--- config.mk ---
export PLATFORM = sky130hd
export DESIGN_NAME = round_sequencer
export DESIGN_NICKNAME = d
export VERILOG_FILES = /design/src/rtl/round_sequencer.sv
export SDC_FILE = /design/constraint.sdc
export NUM_CORES = 1
export LEC_CHECK = 0
export CAP_MARGIN = 20
export CORE_MARGIN = 2
export CORE_UTILIZATION = 55
export DETAILED_ROUTE_END_ITERATION = 10
export HOLD_SLACK_MARGIN = 0.03
export PLACE_DENSITY_LB_ADDON = 0.15
export SLEW_MARGIN = 20
export SYNTH_ARGS = -nofsm -noshare
export SYNTH_HDL_FRONTEND = slang
export SYNTH_SLANG_ARGS = --single-unit
--- constraint.sdc ---
create_clock -name clk -period 5 [get_ports clk]
set_clock_uncertainty 0.05 [all_clocks]
set_input_delay 0.75 -clock clk [delete_from_list [all_inputs] [get_ports clk]]
set_output_delay 0.75 -clock clk [all_outputs]
set_load 0.01 [all_outputs]
--- src/rtl/round_sequencer.sv ---
// Round sequencer: owns level, lives, level timer and post-hit invulnerability for one
// play session, and raises the held win/dead flags consumed by the screen FSM.
module round_sequencer #(
    parameter int unsigned  NUM_LEVELS   = 4,
    parameter int unsigned  LIVES        = 3,
    parameter int unsigned  LEVEL_TICKS  = 1800,
    parameter int unsigned  INVULN_TICKS = 60,
    parameter int unsigned  PAUSE_TICKS  = 90,
    parameter int unsigned  TICK_W       = 11,
    localparam int unsigned LVL_W        = (NUM_LEVELS > 1) ? $clog2(NUM_LEVELS) : 1
) (
    input  logic              clk,
    input  logic              reset,
    input  logic              menu,
    input  logic              start,
    input  logic              tick,
    input  logic              collision,
    input  logic              goal_reached,
    output logic              playing,
    output logic              invuln,
    output logic [LVL_W-1:0]  level,
    output logic [2:0]        lives,
    output logic [TICK_W-1:0] timer,
    output logic              level_up,
    output logic              win,
    output logic              dead
);

    // Elaboration-time parameter sanity checks.
    if (INVULN_TICKS == 0) begin : g_bad_invuln
        $error("round_sequencer: INVULN_TICKS must be nonzero");
    end
    if (PAUSE_TICKS == 0) begin : g_bad_pause
        $error("round_sequencer: PAUSE_TICKS must be nonzero");
    end
    if (LEVEL_TICKS == 0) begin : g_bad_level_ticks
        $error("round_sequencer: LEVEL_TICKS must be nonzero");
    end
    if (LIVES < 1 || LIVES > 7) begin : g_bad_lives
        $error("round_sequencer: LIVES must be in 1..7");
    end
    if (NUM_LEVELS < 1) begin : g_bad_levels
        $error("round_sequencer: NUM_LEVELS must be at least 1");
    end
    if (LEVEL_TICKS >= (1 << TICK_W) || INVULN_TICKS >= (1 << TICK_W) ||
        PAUSE_TICKS >= (1 << TICK_W)) begin : g_bad_tick_w
        $error("round_sequencer: TICK_W too narrow for the tick counts");
    end

    localparam logic [TICK_W-1:0] LevelTicks  = TICK_W'(LEVEL_TICKS);
    localparam logic [TICK_W-1:0] InvulnTicks = TICK_W'(INVULN_TICKS);
    localparam logic [TICK_W-1:0] PauseTicks  = TICK_W'(PAUSE_TICKS);
    localparam logic [TICK_W-1:0] TickOne     = TICK_W'(1);
    localparam logic [2:0]        LivesInit   = 3'(LIVES);
    localparam logic [LVL_W-1:0]  LastLevel   = LVL_W'(NUM_LEVELS - 1);
    localparam logic [LVL_W-1:0]  LevelOne    = LVL_W'(1);

    typedef enum logic [2:0] {
        StIdle,
        StPlay,
        StRespawn,
        StLevelUp,
        StDoneWin,
        StDoneDead
    } state_e;

    state_e            state_q, state_d;
    logic [LVL_W-1:0]  level_q, level_d;
    logic [2:0]        lives_q, lives_d;
    logic [TICK_W-1:0] timer_q, timer_d;
    logic [TICK_W-1:0] inv_q, inv_d;
    logic [TICK_W-1:0] pause_q, pause_d;
    logic              level_up_q, level_up_d;
    logic              playing_q, invuln_q, win_q, dead_q;
    logic              lose_life;

    // Next-state and counter update; menu/idle handling takes precedence over the play states.
    always_comb begin
        state_d    = state_q;
        level_d    = level_q;
        lives_d    = lives_q;
        timer_d    = timer_q;
        inv_d      = inv_q;
        pause_d    = pause_q;
        level_up_d = 1'b0;
        // Timeout costs a life exactly like a hit.
        lose_life  = collision | (tick & (timer_q == TickOne));

        if (menu || state_q == StIdle) begin
            if (start) begin
                level_d = '0;
                lives_d = LivesInit;
                timer_d = LevelTicks;
                state_d = StPlay;
            end else if (menu) begin
                state_d = StIdle;
            end
        end else begin
            unique case (state_q)
                StPlay: begin
                    if (lose_life) begin
                        if (lives_q <= 3'd1) begin
                            lives_d = '0;
                            state_d = StDoneDead;
                        end else begin
                            lives_d = lives_q - 3'd1;
                            timer_d = LevelTicks;
                            inv_d   = InvulnTicks;
                            state_d = StRespawn;
                        end
                    end else if (goal_reached) begin
                        if (level_q == LastLevel) begin
                            state_d = StDoneWin;
                        end else begin
                            pause_d    = PauseTicks;
                            level_up_d = 1'b1;
                            state_d    = StLevelUp;
                        end
                    end else if (tick && timer_q != '0) begin
                        timer_d = timer_q - TickOne;
                    end
                end

                StRespawn: begin
                    if (tick) begin
                        if (inv_q <= TickOne) begin
                            inv_d   = '0;
                            state_d = StPlay;
                        end else begin
                            inv_d = inv_q - TickOne;
                        end
                    end
                end

                StLevelUp: begin
                    if (tick) begin
                        if (pause_q <= TickOne) begin
                            pause_d = '0;
                            level_d = level_q + LevelOne;
                            timer_d = LevelTicks;
                            state_d = StPlay;
                        end else begin
                            pause_d = pause_q - TickOne;
                        end
                    end
                end

                // Idle is handled above; the done states hold everything until menu.
                default: begin
                end
            endcase
        end
    end

    // State, counters and registered decoded outputs.
    always_ff @(posedge clk or negedge reset) begin
        if (!reset) begin
            state_q    <= StIdle;
            level_q    <= '0;
            lives_q    <= '0;
            timer_q    <= '0;
            inv_q      <= '0;
            pause_q    <= '0;
            level_up_q <= 1'b0;
            playing_q  <= 1'b0;
            invuln_q   <= 1'b0;
            win_q      <= 1'b0;
            dead_q     <= 1'b0;
        end else begin
            state_q    <= state_d;
            level_q    <= level_d;
            lives_q    <= lives_d;
            timer_q    <= timer_d;
            inv_q      <= inv_d;
            pause_q    <= pause_d;
            level_up_q <= level_up_d;
            playing_q  <= (state_d == StPlay);
            invuln_q   <= (state_d == StRespawn);
            win_q      <= (state_d == StDoneWin);
            dead_q     <= (state_d == StDoneDead);
        end
    end

    assign playing  = playing_q;
    assign invuln   = invuln_q;
    assign level    = level_q;
    assign lives    = lives_q;
    assign timer    = timer_q;
    assign level_up = level_up_q;
    assign win      = win_q;
    assign dead     = dead_q;

endmodule

==> flow_metrics.py <==
metrics = {
    "worst_setup_path": {
        "crit_buf_inv": 2,
        "r2r_slack_ns": 1.85,
        "cp.arrival_ns": 3.39,
        "regToRegEndpoint": "timer[7]$_DFFE_PN0P_",
        "critical_path.slowest_cell": "clkdlybuf4s50_1",
        "reg2reg_from": "pause_q[4]$_DFFE_PN0P_",
        "cp_top_family": "simple AND/OR/NAND/NOR gates",
        "start_kind": "input port",
        "reg2regPathDepth": 6,
        "crit_path_max_incr_delay_ns": 0.57,
        "critical_path_class": "input port to flop",
        "endpoint_kind": "flop",
        "cp_max_fo": 13,
        "cp.required_ns": 5.16,
        "worstPathCellList": "clkdlybuf4s50_1 -> or4bb_1 -> o31a_1 -> nor2_1 -> nor3_1 -> buf_4 -> or3_1 -> o41ai_2",
    },
    "routing": {
        "drtPass1Iterations": 5,
        "viasPerCell": 6.19,
        "via_count": 2536,
        "drt-wirelength-per-cell_um": 15.5,
        "postRouteAntennaNets": 0,
        "remaining_drc_errors": 0,
        "totalWireLength_mm": 6.34,
        "drt_iter0_markers": 165,
    },
    "cts": {
        "clkTransAtPathRegs_ns": 0.09,
        "hold_buffers": 0,
        "numClockSinks": 46,
        "postCtsSetupBuffers": 0,
        "clock-root-buffer": "clkbuf_8",
        "cts_resized": 0,
        "cts_tree": "built",
        "cts_made_buffers": 5,
        "clock_latency_ns": 0.31,
        "clockBufferDepth": 2,
        "cts_htree_levels": 2,
    },
    "power_and_ir_drop": {
        "peakVddDrop_v": 0.000255,
        "total_power_mw": 1.49,
        "powerDensity_nw_per_um2": 469,
        "p_leak_nw": 1.31,
    },
    "yosys": {
        "synth_cells": 319,
        "synthSimpleGateAreaFrac": 0.234,
        "ys_top_cells_by_count": "dfrtp_1 (46), nor2_1 (45), o21ai_0 (41)",
        "synth_most_common_cell": "dfrtp_1",
        "yosys-top-cells-area": "dfrtp_1 (42%), o21ai_0 (7.4%), nor2_1 (6.1%)",
        "syn-cell-area_um2": 2760,
        "async_flop_share": 1.00,
        "synth_xor_area_frac": 0.00634,
        "ys_types": 54,
        "synth_ff_type": "dfrtp_1",
        "ys_ff_latch": 46,
        "synth_warnings": 0,
        "syn_nets": 336,
        "yosys.area.top_type_share": 0.416,
        "synth-seq-area-share": 0.416,
        "syn_avg_cell_area_um2": 8.66,
        "synthAdderAreaFrac": 0.0453,
        "synth_compound_area_frac": 0.255,
        "synth_edf_count": 0,
        "yosys.area.top_type": "dfrtp_1",
        "synth_mux_area_frac": 0.00407,
        "synth_top_family_by_area": "compound AO/OA/AOI/OAI gates",
    },
    "final_layout": {
        "post-route-util": 0.661,
        "layout-drive-gt1-share": 0.0671,
        "fin_cells": 410,
        "area_growth_pct": 14.5,
        "final.fill_count": 419,
        "fin_nets": 359,
        "num_antenna_cells": 0,
    },
    "place": {
        "pre_cts_ws_ns": 1.43,
        "dp.cells": 402,
        "hpwl_mm": 4.45,
        "numPortBuffers": 27,
        "gp_congestion": 0.883,
    },
    "floorplanning": {
        "die_w_um": 74.9,
        "chipHeight_um": 74.9,
        "start_util": 0.578,
        "die_area_um2": 5610,
        "ios": 28,
        "rows": 25,
        "core_um2": 4790,
    },
    "timing": {
        "rsz0062_at_grt": "false",
        "max_freq_mhz": 310,
        "finalSetupTns_ns": 0,
        "period_share": 0.646,
        "setup_ws_ns": 1.77,
        "hold_violations": 0,
        "post-route-min-period_ns": 3.23,
        "setup_viol": 0,
        "finalMaxSlewViolations": 0,
        "slew_headroom": 0.433,
        "max_slew.worst_pin.slew_ns": 0.847,
    },
    "grt": {
        "grt_pass1_wl_mm": 10.5,
        "first_global_vias": 2341,
        "grt_max_degree": 47,
        "gr-usage-all-layers": 0.240,
        "grt_remaining_overflow": 0,
        "antenna_found_initial": 0,
    },
    "hold_path": {
        "min_path_type": "input port to asynchronous set/reset pin",
    },
    "job": {
        "cap_viol_max_count": 0,
    },
    "status": {
        "status": "finished clean",
    },
}
-- kinds of logic (layout without fill, tap and decap cells) --
logic type | count (synthesis) | after routing
AOI/OAI and AO/OA | 105 | 105
xor gates and xnor gates | 2 | 2
adders and majority gates | 10 | 10
buffers and inverters | 26 | 50
DFF | 46 | 46
muxes | 1 | 1
and+or+nand+nor | 129 | 129
-- where the power goes --
group / internal [mW] / total [mW] / switching [mW]
Sequential: 0.459 / 0.577 / 0.118
Combinational: 0.274 / 0.677 / 0.404
Clock: 0.0983 / 0.231 / 0.133
-- sequential cells by signal (all words and copies together) (netlist names) --
register,flops
state_q,3
pause_q,11
win,1
playing,1
invuln,1
level,2
dead,1
level_up,1
timer,11
inv_q,11
lives,3
-- worst reg2reg max path, delay by kind of cell (launching register included) --
family	cells	cell delay [ns]
simple gates	3	1.57
compound gates	3	0.98
flops	1	0.46
-- layer usage --
metal,global-route usage,wire length (µm),part of all wire,up-vias
li1,-,-,-,1222
met1,0.320,2970,0.47,1215
met2,0.393,2980,0.47,85
met3,0.0509,293,0.046,14
met4,0.0794,94,0.015,0
met5,0,0,0,-
-- cell type report --
class	count	area, µm²	share of cell area
Clock inverter	3	21.3	0.00672
Multi-Input combinational cell	247	1510	0.478
Clock buffer	5	68.8	0.0217
Timing Repair Buffer	28	275	0.0870
Inverter	14	52.6	0.0166
Sequential cell	46	1150	0.364
Tap cell	67	83.8	0.0265
-- stage by stage --
stage          hold slack [ns]  area, µm²
2_1_floorplan            0.404       2760
3_3_place_gp             0.442       3070
3_5_place_dp             0.436       3070
4_1_cts                  0.457       3160
5_1_grt                  0.445       3170
6_report                 0.389       3170
-- cell usage in the layout, fill, tap and decap left out, types with 4 or more instances in the layout --
master / n
nor3_1: 19
o21ai_0: 41
o41ai_1: 6
nand2_1: 19
nand3_1: 6
nor3b_1: 4
or2_2: 5
inv_1: 14
nor4_1: 5
o31ai_1: 11
nand2b_1: 6
ha_1: 10
or3_1: 5
nor2_1: 45
clkbuf_8: 5
dfrtp_1: 46
clkdlybuf4s50_1: 26
a21oi_1: 18
-- worst max path at each step --
stage / depth (start not counted) / end / startpoint / slack (ns)
after global routing: 8 / timer[7]$_DFFE_PN0P_ / tick / 1.61
after detailed placement: 7 / pause_q[2]$_DFFE_PN0P_ / tick / 1.43
after CTS: 7 / pause_q[2]$_DFFE_PN0P_ / tick / 1.78
after global placement: 7 / pause_q[2]$_DFFE_PN0P_ / tick / 1.53
after floorplan: 8 / timer[7]$_DFFE_PN0P_ / pause_q[4]$_DFFE_PN0P_ / 2.32
final: 8 / timer[7]$_DFFE_PN0P_ / tick / 1.77
Power figures use the tool's default switching activity.
